**config.mk**
```make
export PLATFORM = sky130hd
export DESIGN_NAME = display_mux_n
export DESIGN_NICKNAME = d
export VERILOG_FILES = /design/src/rtl/display_mux_n.sv
export SDC_FILE = /design/constraint.sdc
export NUM_CORES = 1
export LEC_CHECK = 0
export CAP_MARGIN = 10
export CELL_PAD_IN_SITES_DETAIL_PLACEMENT = 1
export CELL_PAD_IN_SITES_GLOBAL_PLACEMENT = 1
export CORE_MARGIN = 2
export CORE_UTILIZATION = 45
export DETAILED_ROUTE_END_ITERATION = 12
export PLACE_DENSITY = 0.85
export SYNTH_ARGS = -nofsm -noshare
export SYNTH_HDL_FRONTEND = slang
export SYNTH_SLANG_ARGS = --single-unit
```
**constraint.sdc**
```tcl
create_clock -name clk_i -period 11.23 [get_ports clk_i]
set_clock_uncertainty 0.1 [all_clocks]
set_input_delay 1.123 -clock clk_i [delete_from_list [all_inputs] [get_ports clk_i]]
set_output_delay 1.123 -clock clk_i [all_outputs]
set_load 0.005 [all_outputs]
```
**src/rtl/display_mux_n.sv**
```systemverilog
// Multiplexed seven-segment driver for DIGITS common-anode digits.
// One digit per DIV-cycle slot; each slot opens with BLANK dead-time cycles
// (anodes off) while the segment bus settles on the new digit. Inputs are
// captured once per frame so a frame never mixes old and new values.
module display_mux_n #(
  parameter int unsigned DIGITS = 4,
  parameter int unsigned DIV    = 65536,
  parameter int unsigned BLANK  = 16
) (
  input  logic                  clk_i,
  input  logic                  rst_ni,
  input  logic [4*DIGITS-1:0]   num_i,
  input  logic [DIGITS-1:0]     dp_in_i,
  input  logic [DIGITS-1:0]     digit_en_i,
  input  logic                  lz_blank_i,
  output logic [0:6]            sseg_o,
  output logic                  dp_o,
  output logic [DIGITS-1:0]     an_o,
  output logic                  frame_start_o
);

  localparam int unsigned CntW = $clog2(DIV);
  localparam int unsigned IdxW = (DIGITS > 1) ? $clog2(DIGITS) : 1;

  localparam logic [CntW-1:0] CntMax   = CntW'(DIV - 1);
  localparam logic [CntW-1:0] BlankEnd = CntW'(BLANK);
  localparam logic [IdxW-1:0] IdxMax   = IdxW'(DIGITS - 1);

  // Slot and digit counters
  logic [CntW-1:0] cnt_q, cnt_d;
  logic [IdxW-1:0] idx_q, idx_d;

  // Per-frame shadow copies of the inputs
  logic [4*DIGITS-1:0] num_sh_q;
  logic [DIGITS-1:0]   dp_sh_q;
  logic [DIGITS-1:0]   en_sh_q;
  logic                lz_sh_q;

  // Registered outputs
  logic [0:6]        sseg_q, sseg_d;
  logic              dp_q, dp_d;
  logic [DIGITS-1:0] an_q, an_d;
  logic              fs_q, fs_d;

  // Decode view of the shadow state
  logic                snap;
  logic [4*DIGITS-1:0] num_eff;
  logic [DIGITS-1:0]   dp_eff;
  logic [DIGITS-1:0]   en_eff;
  logic                lz_eff;
  logic [DIGITS-1:0]   lzb;
  int unsigned         cur;
  logic [3:0]          cur_nib;
  logic                cur_lzb;
  logic                cur_en;
  logic                cur_dp;
  logic                lit;

  // Active-low a..g pattern for one hex nibble
  function automatic logic [0:6] hex_to_seg(input logic [3:0] h);
    logic [0:6] s;
    case (h)
      4'h0:    s = 7'b0000001;
      4'h1:    s = 7'b1001111;
      4'h2:    s = 7'b0010010;
      4'h3:    s = 7'b0000110;
      4'h4:    s = 7'b1001100;
      4'h5:    s = 7'b0100100;
      4'h6:    s = 7'b0100000;
      4'h7:    s = 7'b0001111;
      4'h8:    s = 7'b0000000;
      4'h9:    s = 7'b0000100;
      4'hA:    s = 7'b0001000;
      4'hB:    s = 7'b1100000;
      4'hC:    s = 7'b0110001;
      4'hD:    s = 7'b1000010;
      4'hE:    s = 7'b0110000;
      default: s = 7'b0111000;
    endcase
    return s;
  endfunction

  assign snap = (cnt_q == '0) && (idx_q == '0);

  // On the snapshot cycle the shadows are being loaded this very edge, so the
  // decode path sees the incoming values; otherwise it sees the held copies.
  assign num_eff = snap ? num_i      : num_sh_q;
  assign dp_eff  = snap ? dp_in_i    : dp_sh_q;
  assign en_eff  = snap ? digit_en_i : en_sh_q;
  assign lz_eff  = snap ? lz_blank_i : lz_sh_q;

  // Leading-zero chain: a digit blanks only while every digit above it did
  always_comb begin
    logic run;
    lzb = '0;
    run = lz_eff;
    for (int i = int'(DIGITS) - 1; i >= 1; i--) begin
      run    = run & (num_eff[4*i +: 4] == 4'h0);
      lzb[i] = run;
    end
  end

  // Select the current digit and decide whether its anode may light
  always_comb begin
    cur     = 32'(idx_q);
    cur_nib = num_eff[4*cur +: 4];
    cur_lzb = lzb[cur];
    cur_en  = en_eff[cur];
    cur_dp  = dp_eff[cur];
    // A disabled digit stays dark even if its dp is requested
    lit     = cur_en & (~cur_lzb | cur_dp);
  end

  // Counter next-state: cnt wraps every slot, idx advances on the wrap
  always_comb begin
    cnt_d = (cnt_q == CntMax) ? '0 : cnt_q + 1'b1;
    idx_d = idx_q;
    if (cnt_q == CntMax) begin
      idx_d = (idx_q == IdxMax) ? '0 : idx_q + 1'b1;
    end
  end

  // Output next-state: load segments during dead time, drive anode after it
  always_comb begin
    sseg_d = sseg_q;
    dp_d   = dp_q;
    an_d   = '1;
    fs_d   = snap;
    if (cnt_q < BlankEnd) begin
      sseg_d = cur_lzb ? 7'b1111111 : hex_to_seg(cur_nib);
      dp_d   = ~(cur_dp & cur_en);
    end else if (lit) begin
      an_d[cur] = 1'b0;
    end
  end

  // Counter state
  always_ff @(posedge clk_i or negedge rst_ni) begin
    if (!rst_ni) begin
      cnt_q <= '0;
      idx_q <= '0;
    end else begin
      cnt_q <= cnt_d;
      idx_q <= idx_d;
    end
  end

  // Shadow registers, reloaded only at the frame boundary
  always_ff @(posedge clk_i or negedge rst_ni) begin
    if (!rst_ni) begin
      num_sh_q <= '0;
      dp_sh_q  <= '0;
      en_sh_q  <= '0;
      lz_sh_q  <= 1'b0;
    end else if (snap) begin
      num_sh_q <= num_i;
      dp_sh_q  <= dp_in_i;
      en_sh_q  <= digit_en_i;
      lz_sh_q  <= lz_blank_i;
    end
  end

  // Output registers; reset blanks the display without waiting for a clock
  always_ff @(posedge clk_i or negedge rst_ni) begin
    if (!rst_ni) begin
      sseg_q <= 7'b1111111;
      dp_q   <= 1'b1;
      an_q   <= '1;
      fs_q   <= 1'b0;
    end else begin
      sseg_q <= sseg_d;
      dp_q   <= dp_d;
      an_q   <= an_d;
      fs_q   <= fs_d;
    end
  end

  assign sseg_o        = sseg_q;
  assign dp_o          = dp_q;
  assign an_o          = an_q;
  assign frame_start_o = fs_q;

endmodule

```
==> out/metrics.cfg <==
[routing]
wl_met1_mm = 3.17
drt_iter0_drc = 95
wl_met2_mm = 3.53
drc = 0
wl_met3_um = 217
top_layer_used = met4
vias = 2146
first_pass_iters = 5
ant_nets = 0
drt-total-wl_mm = 7.02
wl_per_cell_um = 18.0
viasPerCell = 5.50

[worst_setup_path]
cp_num_buf_inv = 2
crit_fanout = 36
crit_slowest_cell = dfrtp_1
crit_path_start = idx_q[0]$_DFFE_PN0N_
crit_path_start_kind = register
path_cells = clkinv_1 -> ha_1 -> and4bb_1 -> nand4_4 -> mux4_2 -> mux2i_1 -> inv_1 -> ha_1 -> and2_4 -> a2111oi_4 -> a311oi_1
reg2reg_from = idx_q[0]$_DFFE_PN0N_
cp-end-kind = register
crit_required_ns = 11.36
cp_top_family = multiplexers
worstPathArrival_ns = 4.31
max_stage_delay_ns = 0.61
cpMostUsedCell = ha_1
critical_path_class = register to register

[finish]
final_area_um2 = 3580
area_growth_pct = 18.6
mostFrequentLayoutCell = nand2_1
diodes = 0
utilization_pct = 55.7
fill_cells = 687
drive_gt1_share_pct = 17.9
most-common-layout-cells = 54 x nand2_1, 44 x dfrtp_1, 38 x clkdlybuf4s50_1
finalNetCount = 351

[run]
max_cap_violations = 0

[timing]
max_freq_ghz = 0.239
relSlewSlack_pct = 53.8
setup_viol = 0
tns_ns = 0
period_share_pct = 37.2
final-max-slew-violation-count = 0
finalHoldViolCount = 0
grt_setup_unrepaired = false
min_period_ns = 4.18
worst_pin_slew_ns = 0.688

[grt]
grt_overflow = 0
track_usage_pct = 20.6
first_global_vias = 2308
grt_pass1_wl_mm = 11.8
grt_max_degree = 57
antenna_found_initial = 0

[die]
dieHeight_um = 85.9
initial_core_util_pct = 47.0
die-area_um2 = 7380
die_w_um = 85.9
core-area_um2 = 6420
ios = 40
rows = 29

[logic_synthesis]
synth_nets = 313
ys_seq_area_share_pct = 46.9
synth.avg_cell_area_um2 = 11.0
async_flop_share_pct = 100
synthDistinctLibCells = 44
synth_cells = 274
yosysWarnings = 0
ys_seq_elements = 56
synth_edf_count = 0
synth_area_um2 = 3020
synth_ff_type = dfrtp_1

[placement]
finalWeightedCongestion = 0.825
portBuffers = 39
post-dp-hpwl_mm = 5.01
postPlaceCellArea_um2 = 3470

[hold_path]
hold_path_class = register to register
min_from = num_sh_q[2]$_DFF_PN0_

[clocking]
cts_tree = done
cts_root_buffer = clkbuf_8
post_cts_buffers = 0
cts_buffers = 5
htreeDepth = 2
cts.repair.resized = 0
cts.sinks = 56
clkTransAtPathRegs_ns = 0.10
clkLatencyLatePin_ns = 0.32
cts_buffer_depth = 2
cts-hold-fix-buffers = 0

[power_and_ir_drop]
ir_drop_mv = 0.0505
p_per_area_nw_per_um2 = 110
cellLeakagePower_nw = 1.55

[run_status]
status = finished, final reports clean

flip-flops by register name (all words and copies together), names as in the netlist:
| register | cells |
|---|---|
| dp_o | 1 |
| idx_q | 2 |
| num_sh_q | 16 |
| an_o | 4 |
| cnt_q | 16 |
| dp_sh_q | 4 |
| sseg_o | 7 |
| en_sh_q | 4 |
| frame_start_o | 1 |
| lz_sh_q | 1 |
metal layers:
layer | track usage, % | vias up
met4 | 6.06 | 0
met5 | 0 | -
met3 | 3.27 | 5
li1 | - | 1023
met2 | 34.0 | 38
met1 | 27.9 | 1080
final cells by class:
type                    count  area [um^2]  area share (%)
inverters                   9         33.8           0.944
multi-input cells         199         1520            42.5
clock buffers               5         68.8            1.92
flip-flops and latches     56         1420            39.6
clock inverters             3         42.5            1.19
repair buffers             41          400            11.2
well taps                  77         96.3            2.69
kinds of logic (layout without fill, tap and decap cells):
logic type,Yosys count,in the layout,share of synthesized area [%]
AO/OA/AOI/OAI,23,23,6.13
XOR/XNOR,15,15,4.35
adder cells (fa/ha/maj),12,12,4.97
buffers and inverters,19,58,2.69
flip-flops,56,56,46.9
multiplexers,34,34,15.9
AND/OR/NAND/NOR,115,115,19.1
per-stage QoR:
stage / power (mW) / std cells / hold slack (ns) / worst slack, ns
6_report: 0.393 / 390 / 0.379 / 7.05
5_1_grt: 0.406 / 390 / 0.413 / 6.74
4_1_cts: 0.395 / 390 / 0.381 / 7.02
3_5_place_dp: 0.260 / 382 / 0.357 / 7.03
3_3_place_gp: 0.259 / 382 / 0.348 / 7.22
2_1_floorplan: 0.236 / 274 / 0.330 / 7.41
where the power goes:
| group | internal, mW | leakage, nW | switching (mW) | total (mW) |
|---|---|---|---|---|
| clock | 0.0662 | 0.0541 | 0.0701 | 0.136 |
| combinational | 0.0228 | 0.829 | 0.0196 | 0.0423 |
| sequential | 0.210 | 0.668 | 0.00384 | 0.214 |
| total | 0.299 | 1.55 | 0.0934 | 0.393 |
final timing paths:
path                                         end  slack (ns)  cells past startpoint
hold reg to reg            num_sh_q[2]$_DFF_PN0_        0.38                      2
hold / removal             num_sh_q[2]$_DFF_PN0_        0.38                      2
setup / recovery           sseg_o[3]$_DFFE_PN1P_        7.05                     11
min in group asynchronous   dp_sh_q[0]$_DFF_PN0_        0.83                      2
setup reg to reg           sseg_o[3]$_DFFE_PN1P_        7.05                     11
max in group asynchronous    cnt_q[14]$_DFF_PN0_        9.75                      2
synth_stat cells, types with 6 or more instances:
cell type / number / share of area (%)
nand2_1: 54 / 6.7
dfrtp_1: 44 / 36
nor2_1: 29 / 3.6
mux2_2: 18 / 6.7
dfstp_2: 12 / 10
ha_1: 12 / 5.0
inv_1: 8 / 0.99
xor2_1: 8 / 2.3
mux2i_1: 7 / 2.3
nor4_1: 7 / 1.5
xnor2_1: 7 / 2.0
and3_1: 6 / 1.2
clkbuf_1: 6 / 0.75
mux4_2: 6 / 4.5
worst reg2reg max path, cell delays in order (launching register included):
cell	delay, ns
dfrtp_1	0.61
clkinv_1	0.43
ha_1	0.35
and4bb_1	0.24
nand4_4	0.43
mux4_2	0.58
mux2i_1	0.36
inv_1	0.17
ha_1	0.26
and2_4	0.16
a2111oi_4	0.30
a311oi_1	0.09
Note: power is estimated with default switching activity, not from simulation.
